<file path="config.mk">
export PLATFORM = sky130hd
export DESIGN_NAME = segbank
export DESIGN_NICKNAME = d
export VERILOG_FILES = /design/src/rtl/segbank.sv
export SDC_FILE = /design/constraint.sdc
export NUM_CORES = 1
export LEC_CHECK = 0
export CORE_ASPECT_RATIO = 2
export CORE_MARGIN = 2
export CORE_UTILIZATION = 50
export DETAILED_ROUTE_END_ITERATION = 8
export PLACE_DENSITY_LB_ADDON = 0.2
export SLEW_MARGIN = 20
export SYNTH_ARGS = -nofsm -noshare
export SYNTH_HDL_FRONTEND = slang
export SYNTH_SLANG_ARGS = --single-unit
</file>
<file path="constraint.sdc">
create_clock -name clk_i -period 4.7 [get_ports clk_i]
set_input_delay 0.94 -clock clk_i [delete_from_list [all_inputs] [get_ports clk_i]]
set_output_delay 0.94 -clock clk_i [all_outputs]
set_load 0.03 [all_outputs]
</file>
<file path="src/rtl/segbank.sv">
// segbank: segment-base register bank with a save/restore context stack and a
// registered base+offset effective address. Define SEGBANK_LIMIT_EN for limit faults.
module segbank #(
  parameter int unsigned ADDR_W = 20,
  parameter int unsigned NSEG   = 4,
  parameter int unsigned SEL_W  = 2,
  parameter int unsigned OFF_W  = 12,
  parameter int unsigned DEPTH  = 4,
  parameter int unsigned CNT_W  = 3
) (
  input  logic              clk_i,
  input  logic              reset_ni,
  input  logic              load_i,
  input  logic [SEL_W-1:0]  load_sel_i,
  input  logic [ADDR_W-1:0] load_data_i,
  input  logic              lim_load_i,
  input  logic              push_i,
  input  logic [SEL_W-1:0]  push_sel_i,
  input  logic              pop_i,
  input  logic              rd_req_i,
  input  logic [SEL_W-1:0]  rd_sel_i,
  input  logic [OFF_W-1:0]  offset_i,
  input  logic              err_clr_i,
  output logic              ea_valid_o,
  output logic [ADDR_W-1:0] ea_o,
  output logic              ea_ovf_o,
  output logic              ea_fault_o,
  output logic [CNT_W-1:0]  stk_count_o,
  output logic              stk_full_o,
  output logic              stk_empty_o,
  output logic              stk_err_o
);

  localparam int unsigned IDX_W = (DEPTH > 1) ? $clog2(DEPTH) : 1;
  localparam int unsigned SUM_W = ADDR_W + 1;

  logic [ADDR_W-1:0] base_q [NSEG];
  logic [ADDR_W-1:0] base_d [NSEG];
  logic [SEL_W-1:0]  stk_sel_q  [DEPTH];
  logic [ADDR_W-1:0] stk_base_q [DEPTH];

  logic [CNT_W-1:0]  count_q, count_d;
  logic              full_q, full_d, empty_q, empty_d, err_q, err_d;
  logic              valid_q, valid_d, ovf_q, ovf_d, fault_q, fault_d;
  logic [ADDR_W-1:0] ea_q, ea_d;

  logic              push_ok, pop_ok, stk_bad, rd_fault;
  logic [IDX_W-1:0]  push_idx, pop_idx;
  logic [SEL_W-1:0]  top_sel;
  logic [ADDR_W-1:0] top_base, rd_base, push_base;
  logic [SUM_W-1:0]  sum;

  assign stk_bad  = (push_i & pop_i) | (push_i & full_q) | (pop_i & empty_q);
  assign push_ok  = push_i & ~pop_i & ~full_q;
  assign pop_ok   = pop_i & ~push_i & ~empty_q;
  assign push_idx = IDX_W'(count_q);
  assign pop_idx  = IDX_W'(count_q - CNT_W'(1));
  assign top_sel  = stk_sel_q[pop_idx];
  assign top_base = stk_base_q[pop_idx];
  assign sum      = {1'b0, rd_base} + SUM_W'(offset_i);

  // Pre-edge base lookup; unmapped selects read as base 0.
  always_comb begin
    rd_base   = '0;
    push_base = '0;
    for (int i = 0; i < NSEG; i++) begin
      if (rd_sel_i == SEL_W'(i))   rd_base   = base_q[i];
      if (push_sel_i == SEL_W'(i)) push_base = base_q[i];
    end
  end

  // A restoring pop overrides a same-cycle load to the same segment.
  always_comb begin
    for (int i = 0; i < NSEG; i++) begin
      base_d[i] = base_q[i];
      if (load_i && load_sel_i == SEL_W'(i)) base_d[i] = load_data_i;
      if (pop_ok && top_sel == SEL_W'(i))    base_d[i] = top_base;
    end
  end

`ifdef SEGBANK_LIMIT_EN
  logic [OFF_W-1:0] lim_q [NSEG];
  logic [OFF_W-1:0] lim_d [NSEG];
  logic [OFF_W-1:0] rd_lim;

  always_comb begin
    rd_lim = '1;
    for (int i = 0; i < NSEG; i++) begin
      lim_d[i] = lim_q[i];
      if (lim_load_i && load_sel_i == SEL_W'(i)) lim_d[i] = load_data_i[OFF_W-1:0];
      if (rd_sel_i == SEL_W'(i)) rd_lim = lim_q[i];
    end
  end

  always_ff @(posedge clk_i or negedge reset_ni) begin
    if (!reset_ni) begin
      for (int i = 0; i < NSEG; i++) lim_q[i] <= '1;
    end else begin
      for (int i = 0; i < NSEG; i++) lim_q[i] <= lim_d[i];
    end
  end

  assign rd_fault = (offset_i > rd_lim);
`else
  logic unused_lim;
  assign unused_lim = lim_load_i;
  assign rd_fault   = 1'b0;
`endif

  always_comb begin
    count_d = count_q;
    if (push_ok)     count_d = count_q + CNT_W'(1);
    else if (pop_ok) count_d = count_q - CNT_W'(1);
    full_d  = (count_d == CNT_W'(DEPTH));
    empty_d = (count_d == '0);
    err_d   = err_q;
    if (stk_bad)        err_d = 1'b1;
    else if (err_clr_i) err_d = 1'b0;
    valid_d = rd_req_i;
    ea_d    = ea_q;
    ovf_d   = ovf_q;
    fault_d = fault_q;
    if (rd_req_i) begin
      ea_d    = sum[ADDR_W-1:0];
      ovf_d   = sum[ADDR_W];
      fault_d = rd_fault;
    end
  end

  always_ff @(posedge clk_i or negedge reset_ni) begin
    if (!reset_ni) begin
      for (int i = 0; i < NSEG; i++) base_q[i] <= '0;
      count_q <= '0;
      full_q  <= 1'b0;
      empty_q <= 1'b1;
      err_q   <= 1'b0;
      valid_q <= 1'b0;
      ea_q    <= '0;
      ovf_q   <= 1'b0;
      fault_q <= 1'b0;
    end else begin
      for (int i = 0; i < NSEG; i++) base_q[i] <= base_d[i];
      count_q <= count_d;
      full_q  <= full_d;
      empty_q <= empty_d;
      err_q   <= err_d;
      valid_q <= valid_d;
      ea_q    <= ea_d;
      ovf_q   <= ovf_d;
      fault_q <= fault_d;
    end
  end

  // Stack payload needs no reset; only the count qualifies it.
  always_ff @(posedge clk_i) begin
    if (push_ok) begin
      stk_sel_q[push_idx]  <= push_sel_i;
      stk_base_q[push_idx] <= push_base;
    end
  end

  assign ea_valid_o  = valid_q;
  assign ea_o        = ea_q;
  assign ea_ovf_o    = ovf_q;
  assign ea_fault_o  = fault_q;
  assign stk_count_o = count_q;
  assign stk_full_o  = full_q;
  assign stk_empty_o = empty_q;
  assign stk_err_o   = err_q;

endmodule

</file>
# Yosys cells after proc, flatten, opt, wreduce, memory -nomap -nowiden
# Memory sizes are Yosys's and may differ from the RTL's.
# Index checks and enable logic that the tools add are counted.
[totals]
register_bits = 108
mem_bits_rw = 88
inputBits = 46
out_inout_bits = 29
wordCells = 82
n_memories = 2
[classes]
n_addsub = 3
eq_ne = 13
muxes = 22
bitwise_logic = 13
reduce_logical = 18
[memory_table]
columns = ["name", "depth", "width", "rd", "rd_clocked_by_memory_dff", "write_ports", "line_no", "text"]
rows = [
  ["stk_base_q", 4, 20, 1, 0, 1, "40", "logic [ADDR_W-1:0] stk_base_q [DEPTH];"],
  ["stk_sel_q", 4, 2, 1, 0, 1, "39", "logic [SEL_W-1:0] stk_sel_q [DEPTH];"],
]
[ops]
columns = ["operator", "n"]
rows = [
  ["20-bit 2-to-1 mux", 16],
  ["20-bit by 12-bit adder with 21-bit output", 1],
  ["2-bit equality test, second input constant", 8],
  ["2-bit nonzero test", 5],
  ["2-bit by 1-bit equality test with 1-bit output, second input constant", 4],
  ["1-bit logical AND", 8],
  ["2-bit zero test", 4],
  ["1-bit bitwise AND", 7],
  ["3-bit 2-to-1 mux", 2],
  ["1-bit 2-to-1 mux", 4],
  ["1-bit NOT", 4],
  ["3-bit by 1-bit adder with 3-bit output, second input constant", 1],
  ["3-bit equality test, second input constant", 1],
  ["3-bit zero test", 1],
  ["3-bit by 1-bit subtractor with 3-bit output, second input constant", 1],
  ["1-bit OR", 2],
]

# Logic depth before layout (Yosys ltp)
[logic_depth]
word_depth = 6
mapped_depth = 12
ltp_nobuf = 10

# Least setup slack after synthesis
# Ideal clock, no wire load.
[synth_timing]
path_kind = "input port to flip-flop"
start = "in rd_sel_i[0]"
end = "reg ea_q[13], in the netlist ea_o[13]"
setup_time_ns = 0.071
arrival_time_ns = 3.571
t_required_ns = 4.629
setup_slack_ns = 1.058
stages = 10
path_buffers = 2
path_cell_list = "buf_6 buf_2 mux4_2 ha_1 and2_1 o21a_1 o31a_1 o31a_1 or3_1 nand4_1"
[synth_via]
elab_chain_len = 6
elab_cells_between_ends = 9
cone_classes = "1 x add/sub; 3 x eq/ne; 4 x mux; 1 x reduce/logical"
[synth_lines]
columns = ["item", "line_no", "text"]
rows = [
  ["from (decl)", "21", "input logic [SEL_W-1:0] rd_sel_i,"],
  ["2-bit zero test", "67", "if (rd_sel_i == SEL_W'(i)) rd_base = base_q[i];"],
  ["20-bit 2-to-1 mux (3 in series)", "67", ""],
  ["20-bit 2-to-1 mux *", "67", ""],
  ["20-bit by 12-bit adder with 21-bit output *", "60", "assign sum = {1'b0, rd_base} + SUM_W'(offset_i);"],
  ["to (signal assigned)", "138", "ea_q <= '0;"],
  ["to (signal assigned)", "148", "ea_q <= ea_d;"],
  ["to (decl)", "45", "logic [ADDR_W-1:0] ea_q, ea_d;"],
]
# Every way passes the cells marked *; elsewhere a longest branch is shown, timed or not.
# A chain may end at the register's enable or synchronous reset.

# Worst setup path in the final report
[layout_timing]
start = "in rd_sel_i[0]"
end = "reg ea_q[15], in the netlist ea_o[15]"
# Same word-level chain as after synthesis.

==> flow_summary.html <==
<table>
<tr><th>Metric</th><th>Value</th></tr>
<tr><th colspan="2">Run status</th></tr>
<tr><td>Run status</td><td>finished clean</td></tr>
<tr><th colspan="2">Synth</th></tr>
<tr><td>Instance count of the mapped netlist</td><td>712</td></tr>
<tr><td>Primary flip-flop cell chosen by synthesis mapping</td><td>dfrtp_1</td></tr>
<tr><td>Count of flip-flops with a built-in enable after synthesis</td><td>88</td></tr>
<tr><td>Async set-reset flop share out of synthesis</td><td>55.1%</td></tr>
<tr><td>Number of storage elements in the synthesis netlist</td><td>196</td></tr>
<tr><td>Synth Area in Compound Gates</td><td>7.54%</td></tr>
<tr><td>Ys Warns</td><td>0</td></tr>
<tr><td>Dominant cell by count in the synthesized netlist</td><td>dfrtp_1</td></tr>
<tr><td>Dominant cell type by area after synthesis</td><td>dfrtp_1</td></tr>
<tr><td>Sequential share of the synthesized area</td><td>55.5%</td></tr>
<tr><td>Total standard cell area after synthesis</td><td>0.00964 sq mm</td></tr>
<tr><td>Mapped Nets</td><td>775</td></tr>
<tr><td>Synthesized-area fraction occupied by adder cells</td><td>2.29%</td></tr>
<tr><td>Combinational family with the most area after synthesis</td><td>multiplexers</td></tr>
<tr><td>Multiplexer fraction of the synthesized cell area</td><td>24.3%</td></tr>
<tr><td>Synth cell types</td><td>49</td></tr>
<tr><td>XOR/XNOR share of the synthesized area</td><td>1.09%</td></tr>
<tr><td>Simple-gate portion of the synthesized area</td><td>7.03%</td></tr>
<tr><td>Share of the synthesized area in the top cell type</td><td>27.8%</td></tr>
<tr><td>Mean Syn Cell Area</td><td>13.5 sq um</td></tr>
<tr><td>Most used standard cells in the synthesized netlist</td><td>107 x dfrtp_1, 88 x edfxtp_1, 82 x mux2i_1, 77 x nor2_1, 76 x a21oi_1</td></tr>
<tr><td>Cell types occupying the most area after synthesis</td><td>dfrtp_1 28%, edfxtp_1 27%, mux4_2 13%</td></tr>
<tr><th colspan="2">Timing</th></tr>
<tr><td>Final WS setup</td><td>0.835 ns</td></tr>
<tr><td>Final-report setup violation count</td><td>0</td></tr>
<tr><td>Hold Violations, Final</td><td>0</td></tr>
<tr><td>Achievable Freq</td><td>259 MHz</td></tr>
<tr><td>Final TNS setup</td><td>0 ns</td></tr>
<tr><td>Unrepaired setup endpoints after global routing</td><td>no</td></tr>
<tr><td>Largest clock skew in the final design</td><td>0.0125 ns</td></tr>
<tr><td>Tmin final</td><td>3.87 ns</td></tr>
<tr><td>Slew Limit Headroom</td><td>33.4%</td></tr>
<tr><td>Slew at the pin closest to its max-slew limit</td><td>0.997 ns</td></tr>
<tr><td>Final clock period utilization by the worst path</td><td>82.2%</td></tr>
<tr><td>Hold slack final</td><td>0.485 ns</td></tr>
<tr><td>Final max-slew violation count</td><td>0</td></tr>
<tr><th colspan="2">Layout</th></tr>
<tr><td>Fin area</td><td>0.0113 sq mm</td></tr>
<tr><td>Fill cell total of the finished layout</td><td>1508</td></tr>
<tr><td>Count of nets after finishing</td><td>845</td></tr>
<tr><td>Diodes inserted</td><td>0</td></tr>
<tr><td>Final standard cell utilization of the core</td><td>60.2%</td></tr>
<tr><td>Fraction of final layout cells with drive strength greater than 1</td><td>15.2%</td></tr>
<tr><td>Layout-stage area growth over the synthesis result</td><td>17.7%</td></tr>
<tr><td>Final standard cell count with taps included and fillers excluded</td><td>1050</td></tr>
<tr><th colspan="2">Pwr</th></tr>
<tr><td>Switching portion of total power</td><td>35.8%</td></tr>
<tr><td>Net switching component of the power</td><td>2.67 mW</td></tr>
<tr><td>Internal power summed over all cells</td><td>4.78 mW</td></tr>
<tr><td>Power share of the clock group</td><td>20.8%</td></tr>
<tr><td>Total Power</td><td>7.45 mW</td></tr>
<tr><td>PwrDens</td><td>657 mW/mm^2</td></tr>
<tr><td>Maximum VDD drop</td><td>312 uV</td></tr>
<tr><td>Share of power burned in combinational logic</td><td>40.9%</td></tr>
<tr><td>Leakage power summed over all cells</td><td>4.53 nW</td></tr>
<tr><td>Flop pwr share</td><td>38.2%</td></tr>
<tr><th colspan="2">Setup path</th></tr>
<tr><td>Endpoint kind of the worst setup timing path</td><td>register</td></tr>
<tr><td>Total buffers and inverters traversed by the critical path</td><td>2</td></tr>
<tr><td>Slowest cell on crit path</td><td>nor4_1</td></tr>
<tr><td>Critical path data arrival time</td><td>4.23 ns</td></tr>
<tr><td>Category of the critical setup timing path</td><td>in2reg</td></tr>
<tr><td>Cells along the critical path</td><td>clkdlybuf4s50_1, buf_12, mux4_2, ha_1, and2_1, o21a_1, o31a_1, nor4_1, o21ai_0, a31oi_1</td></tr>
<tr><td>Top fanout value on the critical path</td><td>20</td></tr>
<tr><td>Crit-path max cell delay</td><td>0.56 ns</td></tr>
<tr><td>Top cell family by delay on the critical path</td><td>compound AO/OA/AOI/OAI gates</td></tr>
<tr><td>Worst EP required</td><td>5.06 ns</td></tr>
<tr><td>Startpoint Class</td><td>primary input</td></tr>
<tr><th colspan="2">Place</th></tr>
<tr><td>Post-DP HPWL</td><td>15.6 mm</td></tr>
<tr><td>Post-placement cell count</td><td>1018</td></tr>
<tr><td>Global placer's final weighted congestion</td><td>0.909</td></tr>
<tr><td>Number of port buffers</td><td>72</td></tr>
<tr><td>Placed cell area</td><td>0.0107 sq mm</td></tr>
<tr><td>Post-placement setup slack</td><td>0.399 ns</td></tr>
<tr><th colspan="2">Clocking</th></tr>
<tr><td>CTS tree</td><td>done</td></tr>
<tr><td>Total number of H-tree levels</td><td>4</td></tr>
<tr><td>CTS resizes</td><td>0</td></tr>
<tr><td>Clock latency of the later-clocked register in the worst-skew pair</td><td>0.43 ns</td></tr>
<tr><td>Quantity of hold-fixing buffers added after cts</td><td>0</td></tr>
<tr><td>Bufs on Longest Clock Path</td><td>2</td></tr>
<tr><td>Total number of clock tree sinks</td><td>196</td></tr>
<tr><td>Post-CTS Setup Inserts</td><td>0</td></tr>
<tr><td>Clock slew at the register clock pins of the worst setup and hold paths</td><td>0.07 ns</td></tr>
<tr><td>Clk root buf</td><td>clkbuf_16</td></tr>
<tr><td>Inserted Clock Buffers</td><td>17</td></tr>
<tr><th colspan="2">Drt</th></tr>
<tr><td>Final routed wirelength across all metal layers</td><td>23.9 mm</td></tr>
<tr><td>Wire length per cell after detailed routing</td><td>22.8 um</td></tr>
<tr><td>First DRT Iteration DRCs</td><td>429</td></tr>
<tr><td>DRC violations left</td><td>0</td></tr>
<tr><td>First-pass DRT Iterations</td><td>5</td></tr>
<tr><td>Via count</td><td>6405</td></tr>
<tr><td>Average via count per standard cell</td><td>6.10</td></tr>
<tr><td>Antenna Violating Nets Remaining</td><td>0</td></tr>
<tr><th colspan="2">Floorplan</th></tr>
<tr><td>Area of the die</td><td>0.0205 sq mm</td></tr>
<tr><td>X dimension of the die</td><td>102 um</td></tr>
<tr><td>Die H</td><td>200 um</td></tr>
<tr><td>Number of placement rows</td><td>71</td></tr>
<tr><td>Effective utilization at floorplan</td><td>51.2%</td></tr>
<tr><td>Area of the core</td><td>0.0188 sq mm</td></tr>
<tr><td>Count of boundary I/O pins</td><td>75</td></tr>
<tr><th colspan="2">Job</th></tr>
<tr><td>Maximum capacitance violations</td><td>0</td></tr>
<tr><th colspan="2">Global route</th></tr>
<tr><td>Via count of the first global-routing pass</td><td>6912</td></tr>
<tr><td>Maximum number of pins on one net before global-route repair</td><td>50</td></tr>
<tr><td>GR Overflow Total</td><td>0</td></tr>
<tr><td>Antenna violations before repair</td><td>0</td></tr>
<tr><td>Global-route wire length before repair</td><td>37.8 mm</td></tr>
<tr><td>GRT Util Overall</td><td>24.7%</td></tr>
<tr><th colspan="2">Hold path</th></tr>
<tr><td>Worst min-delay path class</td><td>reg2reg</td></tr>
</table>
## cells in the final DEF, fill, tap and decap left out, drive strengths merged, types with 16 or more instances in the layout
| cell | n |
|---|---|
| dfrtp | 107 |
| edfxtp | 88 |
| mux2i | 82 |
| nor2 | 77 |
| a21oi | 76 |
| clkdlybuf4s50 | 71 |
| mux4 | 62 |
| nand2 | 33 |
| o21ai | 29 |
| buf | 24 |
| clkbuf | 21 |
| ha | 16 |
## metal layers
metal  global-route usage (%)  up-vias  wire [um]
met5                        0        -          0
met4                     10.3        0        640
met3                     3.49       50        939
met2                     44.2      198      13500
met1                     29.0     3309       8890
li1                         -     2848          -
## area by class of cell
type                            count  area, sq um  share of cell area, %
Clock inverter                     11          175                   1.54
Timing Repair Buffer               95          941                   8.30
Sequential cell                   196         5350                   47.1
Multi-Input combinational cell    464         4080                   36.0
Tap cell                          255          319                   2.81
Inverter                            8         30.0                  0.265
Clock buffer                       21          450                   3.97
## logic make-up after synthesis
| kind of cell | after synthesis |
|---|---|
| AO/OA/AOI/OAI | 131 |
| XOR/XNOR | 12 |
| adder cells (fa/ha/maj) | 17 |
| buffers and inverters | 52 |
| flip-flops | 196 |
| multiplexers | 152 |
| other | 1 |
| AND/OR/NAND/NOR | 151 |
## path summary, 6_finish.rpt
| path | cells past startpoint | startpoint | endpoint | slack (ns) |
|---|---|---|---|---|
| max | 10 | rd_sel_i[0] | ea_o[15] | 0.83 |
| min | 1 | ea_o[6] | ea_o[6] | 0.49 |
| max reg2reg | 8 | base_q[8] | ea_o[15] | 1.75 |
| min reg2reg | 1 | ea_o[6] | ea_o[6] | 0.49 |
| max in group asynchronous | 2 | reset_ni | base_q[54] | 3.18 |
| min in group asynchronous | 1 | reset_ni | ea_o[2] | 0.54 |
## power groups by stage
stage | Combinational (mW) | Sequential [mW] | Clock, mW
global placement | 2.94 | 2.81 | 0
finish | 3.05 | 2.85 | 1.55
CTS | 3.06 | 2.85 | 1.57
floorplan | 1.96 | 2.97 | 0
detailed placement | 3.04 | 2.88 | 0
global route | 3.31 | 2.92 | 1.64
## registers in the layout, summed over array words and instances (netlist names)
register	count
stk_full_o	1
ea_valid_o	1
stk_base_q	80
ea_o	20
ea_ovf_o	1
stk_err_o	1
stk_sel_q	8
stk_empty_o	1
stk_count_o	3
base_q	80
No activity file was read; power rests on OpenSTA's default activity.
==> edit: new RTL, same flow settings <==
Build with the macro `SEGBANK_LIMIT_EN` defined.
--- a/src/rtl/segbank.sv
+++ b/src/rtl/segbank.sv
@@ -1,4 +1,6 @@
 // segbank: segment-base register bank with a save/restore context stack and a
 // registered base+offset effective address. Define SEGBANK_LIMIT_EN for limit faults.
+`define SEGBANK_LIMIT_EN
+
 module segbank #(
   parameter int unsigned ADDR_W = 20,
Check against the original RTL: not equivalent (Yosys sat finds a counterexample within 4 cycles, from zero or initial values and one cycle with reset_ni low).
==> edit against the unedited design <==
  * Clock power is 17% higher
  * Synthesized cell count is 21% higher
  * Worst setup slack better by 0.42 ns
  * Power is 15% higher
  * Cell area is 22% higher
  * Global-route usage is 1.5 points lower
  * Routed wire length is 19% higher
  * Sequential cell count is 49 higher
  * Synthesized area is 25% higher
  * Sequential share of layout area is 0.65 points higher
==> edit: results (changes against the unedited design) <==
Run status
  – Outcome: finished clean

Yosys
  – Cell variety after synth: 53 (+8.2%)
  – Sequential fraction of the synthesis area: 55.0% (-0.44 points)
  – FFs w/ async S/R, synth: 64.1% (+9.0 points)
  – Syn Nets: 938 (+21%)

Final layout
  – Fin nets: 1,013 (+20%)

Setup path
  – Reg-to-Reg End: base_q[61]
  – Data arrival, critical path: 3.85 ns (-0.38 ns)
  – FF-to-FF setup slack: 1.53 ns (-0.22 ns)
  – RR Startpoint: stk_count_o[0]
  – Worst reg-to-reg path cell count: 6 (-2)
  – Crit Path Max Fanout: 32 (+60%)

Clock tree
  – Clock buffer depth: 3 (+1)
  – H-tree Lvls: 1 (-3)
  – Worst-Skew Late Latency: 0.52 ns (+0.09 ns)

Drt
  – WL final: 28.5 mm (+19%)
  – DR iter-0 viols: 399 (-7.0%)
  – Vias: 7,370 (+15%)

Place
  – Pre-CTS setup slack: 0.724 ns (+0.325 ns)
  – IO Port Bufs: 74 (+2.8%)

Hold path
  – Hold Path End: ea_o[8]

GRT
  – Vias in the first global route: 7,816 (+13%)
  – Pin count of the biggest net entering global routing: 90 (+80%)
  – First-pass GRT wire length: 44.8 mm (+19%)

Power and ir drop
  – LEAKAGE: 5.60 nW (+24%)
  – Peak supply drop: 476 uV (+53%)
==> edit: cell types whose count changed after synthesis, moves of 13 or more <==
cell	before	now
buf_2	10	23
mux2_2	8	57
mux4_2	54	74
dfstp_2	1	49
inv_1	8	23
==> edit: worst max-delay path, cell delays in order <==
cell	delay (ns)
clkdlybuf4s50_1	0.50
buf_12	0.24
mux4_2	0.34
ha_1	0.23
inv_1	0.08
fa_1	0.20
nor2b_1	0.07
o311a_1	0.35
o21ai_2	0.31
nand2_1	0.10
xor2_1	0.18
mux2_2	0.26
==> edit: cell families after synthesis <==
logic type | synth area share, %
adders and majority gates | 3.07
buffers and inverters | 2.54
muxes | 25.8
and+or+nand+nor | 5.43
AOI/OAI and AO/OA | 6.86
DFF | 55.0
xor gates and xnor gates | 1.24
==> edit: final cells by class <==
cell class              count  area [sq um]  share of cell area (%)
multi-input cells         547          5130                    36.9
well taps                 287           359                    2.59
clock buffers              37           709                    5.11
repair buffers             98           942                    6.79
clock inverters             4          22.5                   0.162
flip-flops and latches    245          6630                    47.8
inverters                  23          86.3                   0.622
==> edit: power by group through the flow <==
stage / combinational, W / sequential, W / clock (W)
floorplan: 0.00216 / 0.00357 / 0
global placement: 0.00321 / 0.00348 / 0
detailed placement: 0.00327 / 0.00351 / 0
CTS: 0.00329 / 0.00347 / 0.00186
global route: 0.00355 / 0.00355 / 0.00192
finish: 0.00325 / 0.00347 / 0.00182
==> edit: layer usage <==
layer | part of all wire [%] | track usage [%] | wire, microns
met5 | 0 | 0 | 0
met4 | 3.2 | 8.69 | 917
met3 | 3.8 | 2.62 | 1090
met2 | 55 | 42.4 | 15600
met1 | 38 | 27.9 | 10800
==> edit: how the worst max path moves through the flow <==
stage | start | to | slack, ns
floorplan | rd_sel_i[0] | ea_o[12] | 0.92
CTS | stk_count_o[0] | stk_count_o[0] | 1.21
finish | rd_sel_i[1] | ea_o[12] | 1.25
global placement | rd_sel_i[1] | ea_o[12] | 0.80
global route | stk_count_o[0] | stk_count_o[0] | 1.10
detailed placement | rd_sel_i[1] | ea_o[12] | 0.72
==> edit: metrics by stage <==
| stage | power (W) | util, % | hold slack (ns) | instance area, sq um | cells |
|---|---|---|---|---|---|
| after detailed placement | 0.00678 | 55.4 | 0.473 | 13100 | 1200 |
| after floorplan | 0.00573 | - | 0.529 | 12000 | 863 |
| after CTS | 0.00861 | 58.5 | 0.488 | 13900 | 1241 |
| final | 0.00854 | 58.5 | 0.480 | 13900 | 1241 |
| after global placement | 0.00670 | 55.4 | 0.464 | 13100 | 1200 |
| after global routing | 0.00902 | 58.5 | 0.503 | 13900 | 1241 |
